==> src/rtl/framebuffer_reader_if.sv <==
// Frame-memory read port and pixel stream bundled for the frame reader.
// master = reader side, slave = memory model / downstream consumer side.
interface framebuffer_reader_if #(
    parameter int DATA_W = 36
);
    logic [19:0]       mem_addr;
    logic              mem_re;
    logic [DATA_W-1:0] mem_data;
    logic [DATA_W-1:0] pix_data;
    logic [9:0]        pix_x;
    logic [8:0]        pix_y;
    logic              pix_last;
    logic              pix_valid;
    logic              pix_ready;

    modport master (
        output mem_addr, mem_re, pix_data, pix_x, pix_y, pix_last, pix_valid,
        input  mem_data, pix_ready
    );

    modport slave (
        input  mem_addr, mem_re, pix_data, pix_x, pix_y, pix_last, pix_valid,
        output mem_data, pix_ready
    );
endinterface

==> src/rtl/framebuffer_reader.sv <==
// Streams a WIDTH x HEIGHT frame out of fixed-latency memory in raster order,
// using an issued-read shift register and a credit-limited return FIFO.
module framebuffer_reader #(
    parameter int WIDTH        = 640,
    parameter int HEIGHT       = 480,
    parameter int DATA_W       = 36,
    parameter int READ_LATENCY = 2,
    parameter int FIFO_DEPTH   = 8
) (
    input  logic                  clk,
    input  logic                  reset_n,
    input  logic                  start,
    output logic                  busy,
    output logic                  done,
    framebuffer_reader_if.master  bus
);
    localparam int          NPIX      = WIDTH * HEIGHT;
    localparam logic [19:0] LAST_ADDR = 20'(NPIX - 1);
    localparam int          PW        = (FIFO_DEPTH > 1) ? $clog2(FIFO_DEPTH) : 1;
    localparam int          CW        = $clog2(FIFO_DEPTH + 1) + 1;

    typedef enum logic [1:0] {S_IDLE, S_FETCH, S_DRAIN} state_t;

    state_t                  r_state;
    state_t                  w_state_next;
    logic [19:0]             r_rd_addr;
    logic [READ_LATENCY-1:0] r_pipe;
    logic [READ_LATENCY-1:0] w_pipe_next;
    logic [PW-1:0]           r_wr_ptr;
    logic [PW-1:0]           r_rd_ptr;
    logic [CW-1:0]           r_count;
    logic [DATA_W-1:0]       r_mem [FIFO_DEPTH];
    logic [9:0]              r_x;
    logic [8:0]              r_y;
    logic                    r_done;

    logic                    w_valid;
    logic                    w_pop;
    logic                    w_push;
    logic                    w_issue;
    logic                    w_last_pix;
    logic                    w_accept_start;
    logic [CW-1:0]           w_inflight;
    logic [CW-1:0]           w_occupancy;

    function automatic logic [PW-1:0] ptr_inc(input logic [PW-1:0] p);
        return (p == PW'(FIFO_DEPTH - 1)) ? '0 : p + PW'(1);
    endfunction

    assign w_valid        = (r_count != '0);
    assign w_pop          = w_valid & bus.pix_ready;
    assign w_push         = r_pipe[READ_LATENCY-1];
    assign w_last_pix     = w_valid && (r_x == 10'(WIDTH - 1)) && (r_y == 9'(HEIGHT - 1));
    assign w_accept_start = (r_state == S_IDLE) && start;

    always_comb begin
        w_inflight = '0;
        for (int i = 0; i < READ_LATENCY; i++) begin
            w_inflight = w_inflight + CW'(r_pipe[i]);
        end
    end

    // A read may issue only if its data is guaranteed a FIFO slot on return,
    // counting the slot freed by a pop in this same cycle.
    assign w_occupancy = r_count + w_inflight - CW'(w_pop);
    assign w_issue     = (r_state == S_FETCH) && (w_occupancy < CW'(FIFO_DEPTH));

    genvar gi;
    generate
        for (gi = 0; gi < READ_LATENCY; gi++) begin : g_pipe
            if (gi == 0) begin : g_head
                assign w_pipe_next[gi] = w_issue;
            end else begin : g_tail
                assign w_pipe_next[gi] = r_pipe[gi-1];
            end
        end
    endgenerate

    always_comb begin
        w_state_next = r_state;
        case (r_state)
            S_IDLE:  if (start) w_state_next = S_FETCH;
            S_FETCH: if (w_issue && (r_rd_addr == LAST_ADDR)) w_state_next = S_DRAIN;
            S_DRAIN: if (w_pop && w_last_pix) w_state_next = S_IDLE;
            default: w_state_next = S_IDLE;
        endcase
    end

    always_ff @(posedge clk or negedge reset_n) begin
        if (!reset_n) begin
            r_state <= S_IDLE;
            r_done  <= 1'b0;
            r_pipe  <= '0;
        end else begin
            r_state <= w_state_next;
            r_done  <= w_pop && w_last_pix;
            r_pipe  <= w_pipe_next;
        end
    end

    always_ff @(posedge clk or negedge reset_n) begin
        if (!reset_n) begin
            r_rd_addr <= '0;
        end else if (w_accept_start) begin
            r_rd_addr <= '0;
        end else if (w_issue) begin
            r_rd_addr <= r_rd_addr + 20'd1;
        end
    end

    always_ff @(posedge clk or negedge reset_n) begin
        if (!reset_n) begin
            r_wr_ptr <= '0;
            r_rd_ptr <= '0;
            r_count  <= '0;
        end else begin
            if (w_push) r_wr_ptr <= ptr_inc(r_wr_ptr);
            if (w_pop)  r_rd_ptr <= ptr_inc(r_rd_ptr);
            case ({w_push, w_pop})
                2'b10:   r_count <= r_count + CW'(1);
                2'b01:   r_count <= r_count - CW'(1);
                default: r_count <= r_count;
            endcase
        end
    end

    always_ff @(posedge clk) begin
        if (w_push) r_mem[r_wr_ptr] <= bus.mem_data;
    end

    // Coordinates track the pixel currently at the FIFO head.
    always_ff @(posedge clk or negedge reset_n) begin
        if (!reset_n) begin
            r_x <= '0;
            r_y <= '0;
        end else if (w_accept_start) begin
            r_x <= '0;
            r_y <= '0;
        end else if (w_pop) begin
            if (r_x == 10'(WIDTH - 1)) begin
                r_x <= '0;
                r_y <= (r_y == 9'(HEIGHT - 1)) ? '0 : r_y + 9'd1;
            end else begin
                r_x <= r_x + 10'd1;
            end
        end
    end

    assign bus.mem_re    = w_issue;
    assign bus.mem_addr  = r_rd_addr;
    assign bus.pix_valid = w_valid;
    assign bus.pix_data  = w_valid ? r_mem[r_rd_ptr] : '0;
    assign bus.pix_x     = r_x;
    assign bus.pix_y     = r_y;
    assign bus.pix_last  = w_last_pix;
    assign busy          = (r_state != S_IDLE);
    assign done          = r_done;
endmodule
==> src/flat_wrapper.sv <==
// flat-port wrapper written by rule: the top's interface ports become plain ports
module framebuffer_reader_flat 
#(
    parameter int WIDTH        = 640,
    parameter int HEIGHT       = 480,
    parameter int DATA_W       = 36,
    parameter int READ_LATENCY = 2,
    parameter int FIFO_DEPTH   = 8
)
  (clk, reset_n, start, busy, done, bus_mem_addr, bus_mem_re, bus_pix_data, bus_pix_x, bus_pix_y, bus_pix_last, bus_pix_valid, bus_mem_data, bus_pix_ready);
  framebuffer_reader_if #(.DATA_W(DATA_W)) bus_i ();
  input  logic clk;
  input  logic reset_n;
  input  logic start;
  output logic busy;
  output logic done;
  output wire logic [$bits(bus_i.mem_addr)-1:0] bus_mem_addr;
  output wire logic [$bits(bus_i.mem_re)-1:0] bus_mem_re;
  output wire logic [$bits(bus_i.pix_data)-1:0] bus_pix_data;
  output wire logic [$bits(bus_i.pix_x)-1:0] bus_pix_x;
  output wire logic [$bits(bus_i.pix_y)-1:0] bus_pix_y;
  output wire logic [$bits(bus_i.pix_last)-1:0] bus_pix_last;
  output wire logic [$bits(bus_i.pix_valid)-1:0] bus_pix_valid;
  input wire logic [$bits(bus_i.mem_data)-1:0] bus_mem_data;
  input wire logic [$bits(bus_i.pix_ready)-1:0] bus_pix_ready;
  assign bus_mem_addr = bus_i.mem_addr;
  assign bus_mem_re = bus_i.mem_re;
  assign bus_pix_data = bus_i.pix_data;
  assign bus_pix_x = bus_i.pix_x;
  assign bus_pix_y = bus_i.pix_y;
  assign bus_pix_last = bus_i.pix_last;
  assign bus_pix_valid = bus_i.pix_valid;
  assign bus_i.mem_data = bus_mem_data;
  assign bus_i.pix_ready = bus_pix_ready;
  framebuffer_reader #(.WIDTH(WIDTH), .HEIGHT(HEIGHT), .DATA_W(DATA_W), .READ_LATENCY(READ_LATENCY), .FIFO_DEPTH(FIFO_DEPTH)) u_core (.clk(clk), .reset_n(reset_n), .start(start), .busy(busy), .done(done), .bus(bus_i));
endmodule
==> config.mk <==
export PLATFORM = sky130hd
export DESIGN_NAME = framebuffer_reader_flat
export DESIGN_NICKNAME = d
export VERILOG_FILES = /design/src/rtl/framebuffer_reader_if.sv /design/src/rtl/framebuffer_reader.sv /design/src/flat_wrapper.sv
export SDC_FILE = /design/constraint.sdc
export NUM_CORES = 1
export LEC_CHECK = 0
export ABC_AREA = 0
export ABC_CLOCK_PERIOD_IN_PS = 10600
export CAP_MARGIN = 10
export CORE_MARGIN = 2
export CORE_UTILIZATION = 50
export DETAILED_ROUTE_END_ITERATION = 12
export PLACE_DENSITY = 0.7
export SLEW_MARGIN = 5
export SYNTH_ARGS = -nofsm -noshare
export SYNTH_HDL_FRONTEND = slang
export SYNTH_SLANG_ARGS = --single-unit
==> constraint.sdc <==
create_clock -name clk -period 10.6 [get_ports clk]
set_input_delay 2.12 -clock clk [delete_from_list [all_inputs] [get_ports clk]]
set_output_delay 2.12 -clock clk [all_outputs]
set_load 0.005 [all_outputs]
# [After elaboration in Yosys (flattened, before gate mapping)]
# Memories as Yosys holds them, arrays and structs flattened.
# Index checks and enable logic that the tools add are counted.
[totals] ff_bits=55 ram_bits=288 out_inout_bits=80 memories=1
[classes] add_sub_neg=10 order_cmp=1 n_eq_ne=12 mux=19 bitwise_logic=1 n_reduce_logical=15
[mem_list] name="u_core.r_mem" depth=8 word_bits=36 rd=1 rd_clocked_by_memory_dff=0 wr=1 line_no="framebuffer_reader.sv:32" source="logic [DATA_W-1:0] r_mem [FIFO_DEPTH];"
[ops] cell="$mux W20" n=2
[ops] cell="$mux W36" n=1
[ops] cell="$mux W9" n=4
[ops] cell="$mux W10" n=3
[ops] cell="$add A20 B1 Y20 const B" n=1
[ops] cell="$eq A20 B19 Y1 const B" n=1
[ops] cell="$add A10 B1 Y10 const B" n=1
[ops] cell="$eq A10 B10 Y1 const B" n=1
[ops] cell="$pmux W5 S2" n=1
[ops] cell="$reduce_bool A2 Y1" n=5
[ops] cell="$add A9 B1 Y9 const B" n=1
[ops] cell="$eq A9 B9 Y1 const B" n=1
[ops] cell="$add A3 B1 Y3 const B" n=2
[ops] cell="$eq A3 B3 Y1 const B" n=2
[ops] cell="$logic_and A1 B1 Y1" n=6
[ops] cell="$mux W2" n=3
[ops] cell="$mux W3" n=2
[ops] cell="$pmux W2 S3" n=1
[ops] cell="$add A5 B1 Y5 const B" n=1
[ops] cell="$add A5 B5 Y5" n=1
[ops] cell="$lt A5 B4 Y1 const B" n=1
[ops] cell="$reduce_bool A5 Y1" n=1
[ops] cell="$sub A5 B1 Y5" n=1
[ops] cell="$sub A5 B1 Y5 const B" n=1
[ops] cell="other kinds (10)" n=14

# [Longest topological paths before layout]
[logic_depth] depth_word=8 mapped_depth=16

# [Worst setup path before layout]
# Ideal clock, no wire load.
[synth_timing] kind="in2out" start="input port bus_pix_ready" end="output port bus_mem_re" arrival_ns=3.769 t_required_ns=8.480 setup_slack_ns=4.711 path_stages=10 path_cell_list="nand2_1 > inv_1 > ha_1 > inv_1 > ha_1 > nand4b_1 > nand2_1 > mux2_4 > clkbuf_8 > nor2_1"
[synth_between] elab_chain_cells=4
[synth_rtl] item="from (decl)" line_no="flat_wrapper.sv:25" source="input wire logic [$bits(bus_i.pix_ready)-1:0] bus_pix_ready;"
[synth_rtl] item="$and A1 B1 Y1" line_no="framebuffer_reader.sv:51" source="assign w_pop = w_valid & bus.pix_ready;"
[synth_rtl] item="named net u_core.w_pop" line_no="framebuffer_reader.sv:38" source="logic w_pop;"
[synth_rtl] item="$sub A5 B1 Y5" line_no="framebuffer_reader.sv:65" source="assign w_occupancy = r_count + w_inflight - CW'(w_pop);"
[synth_rtl] item="$lt A5 B4 Y1" line_no="framebuffer_reader.sv:66" source="assign w_issue = (r_state == S_FETCH) && (w_occupancy < CW'(FIFO_DEPTH));"
[synth_rtl] item="$logic_and A1 B1 Y1" line_no="framebuffer_reader.sv:66"
[synth_rtl] item="to (decl)" line_no="flat_wrapper.sv:18" source="output wire logic [$bits(bus_i.mem_re)-1:0] bus_mem_re;"
# The timed path passes the listed nets, and every way through them passes these cells.

# [Worst setup path in the final report]
# Ends and elaborated chain as after synthesis.

==> qor.yml <==
finalClockSkew_ps: 21.3
synth_fp_nets: 863
grt_pass1_wl_mm: 43.5
tns_ps: 0
maxCapViolCount: 0
clk_latency_ps: 520
status: "complete, no violations"
dp_hpwl_mm: 16.0
postCtsSetupBuffers: 0
ioPinCount: 120
ir_drop_mv: 0.181
htreeDepth: 2
crit_fanout: 37
setup_violations: 0
rows: 61
cp_data_required_time_ps: 8480
place_congestion: 0.811
vias_per_cell: 5.70
syn_area_um2: 14100
synthFlopType: "edfxtp_1"
p_total_w: 0.00384
numPortBuffers: 119
hold_path.class: "register to register"
cts_root_buffer: "clkbuf_16"
first_global_vias: 7598
antenna_found_initial: 1
synth.distinct_cells: 52
drive_gt1_frac: 0.166
hold_end: "u_core.r_pipe[1]"
critPathArrivalTime_ps: 5150
die_x_um: 172
cts-hold-fix-buffers: 0
clk_pin_slew_ps: 60
cts_sinks: 343
core_um2: 27800
start_util: 0.507
async_flop_share: 0.160
r2r_end: "u_core.bus.mem_addr[12]"
r2r.worst_path.cells: 14
cp-end-kind: "output port"
wl_per_cell_um: 21.1
design.die.area_um2: 29500
cts-resized-gates: 0
whs_path_depth: 0
hold_viol_final: 0
p_leak_nw: 5.67
final_max_slew_viol_count: 0
r2r-start: "u_core.r_count[2]"
cts_buffers: 36
final_nets: 999
cts_tree: "done"
min_from: "u_core.r_pipe[0]"
syn_to_final_growth_pct: 19.5
die_h_um: 172
yosys_warnings: 0
vias: 7632
start_kind: "primary input"
syn_area_per_cell_um2: 17.5
ys_seq_elements: 343
slew-limit-headroom: 0.396
grt_usage: 0.197
finalWirelength_mm: 28.3
period_share: 0.686
grt_max_degree: 63
drc: 0
drt_pre_antenna_iters: 5
fmax_ghz: 0.138
seq_area_frac_synth: 0.712
drt.antenna.violating_nets: 0
worstMarginPinSlew_ps: 907
rsz0062_at_grt: "no"
cts_max_path_buffers: 3
p_per_area_nw_per_um2: 228
fin_crit_ps: 7270
grt_overflow: 0
synth_edf_count: 288
syn-instance-count: 804
path_class: "primary input to output port"
drt_iter0_drc: 646
rrSetupSlack_ps: 7140
[worst max-delay path by stage]
stage             startpoint  slack, ps  cells past startpoint          to
6_report       bus_pix_ready       3330                     11  bus_mem_re
5_1_grt        bus_pix_ready       3100                     11  bus_mem_re
4_1_cts        bus_pix_ready       3340                     11  bus_mem_re
3_5_place_dp   bus_pix_ready       3340                     11  bus_mem_re
3_3_place_gp   bus_pix_ready       3480                     11  bus_mem_re
2_1_floorplan  bus_pix_ready       4710                     10  bus_mem_re
[report_power, final]
| group | total [W] | internal [W] | switching, W | leakage [nW] |
|---|---|---|---|---|
| sequential | 0.00158 | 0.00150 | 0.0000841 | 3.24 |
| clock | 0.00118 | 0.000694 | 0.000487 | 0.529 |
| combinational | 0.00108 | 0.000601 | 0.000474 | 1.89 |
[metrics by stage]
step | area [um^2] | util | hold WS, ps | cells | setup WS, ps
after floorplan | 14100 | - | 360 | 804 | 4710
after global placement | 15700 | 0.567 | 429 | 1280 | 3480
after detailed placement | 15700 | 0.567 | 430 | 1280 | 3340
after CTS | 16800 | 0.606 | 454 | 1339 | 3340
after global routing | 16800 | 0.606 | 462 | 1339 | 3100
final | 16800 | 0.606 | 444 | 1340 | 3330
[synthesized netlist by cell type (all sizes together), types with 5 or more instances]
cell type	n	area share
a21oi	19	0.0068
and3	11	0.0049
buf	13	0.0051
clkbuf	22	0.0076
dfrtp	55	0.098
edfxtp	288	0.61
ha	18	0.016
inv	15	0.0040
mux2	5	0.0043
mux2i	40	0.028
mux4	72	0.12
nand2	37	0.0099
nand2b	7	0.0031
nand3	23	0.0082
nand4	11	0.0049
nor2	64	0.017
nor3	11	0.0039
o21ai	16	0.0057
o31ai	8	0.0043
or3	8	0.0038
or4	6	0.0032
xnor2	7	0.0044
xor2	7	0.0044
[area by class of cell]
type / instances / area (um^2)
diodes: 1 / 2.50
clock buffers: 42 / 923
clock inverters: 17 / 168
fillers: 2074 / 10900
inverters: 15 / 56.3
multi-input cells: 411 / 3890
flip-flops and latches: 343 / 10000
well taps: 378 / 473
repair buffers: 133 / 1290
[registers in the layout (all words and copies together) (netlist names)]
| signal | flops |
|---|---|
| u_core.bus.mem_addr | 20 |
| u_core.bus.pix_x | 10 |
| u_core.bus.pix_y | 9 |
| u_core.done | 1 |
| u_core.r_count | 5 |
| u_core.r_mem | 288 |
| u_core.r_pipe | 2 |
| u_core.r_rd_ptr | 3 |
| u_core.r_state | 2 |
| u_core.r_wr_ptr | 3 |
[worst max-delay path, stage by stage]
cell             delay, ps
clkdlybuf4s50_1        550
nand2_1                220
inv_1                  250
ha_1                   180
inv_1                   40
ha_1                   260
nand4b_1                90
nand2_1                120
mux2_4                 450
nor2_1                 280
clkdlybuf4s50_1        570
[routing by layer]
layer  routed length [um]  vias up  GRT usage  share of wire
met3                 1560       33     0.0347          0.055
met1                12200     3918      0.270           0.43
met4                  440        0     0.0486          0.016
met5                    0        -          0              0
met2                14100      218      0.330           0.50
li1                     -     3463          -              -
[cells by family (layout without fill, tap and decap cells)]
logic type,after synthesis,count (layout),synth area share
multiplexers,117,117,0.148
flip-flops,343,343,0.712
buffers and inverters,50,207,0.0166
AND/OR/NAND/NOR,200,200,0.0705
AO/OA/AOI/OAI,61,61,0.0273
other,0,1,0
XOR/XNOR,14,14,0.00871
adder cells (fa/ha/maj),19,19,0.0174
[cells in the final DEF, fill, tap and decap left out, types with 7 or more instances in the layout]
master and count:
edfxtp_1 288, clkdlybuf4s50_1 118, mux4_2 72, nor2_1 58, dfrtp_1 52, mux2i_1 40
nand2_1 37, clkbuf_16 36, nand3_1 23, a21oi_1 19, ha_1 18, inv_1 15
o21ai_0 15, buf_4 14, nand4_1 11, and3_1 11, nor3_1 9, o31ai_1 8
clkinv_1 8, nand2b_1 7, xnor2_1 7, xor2_1 7
No activity file was read; power rests on OpenSTA's default activity.
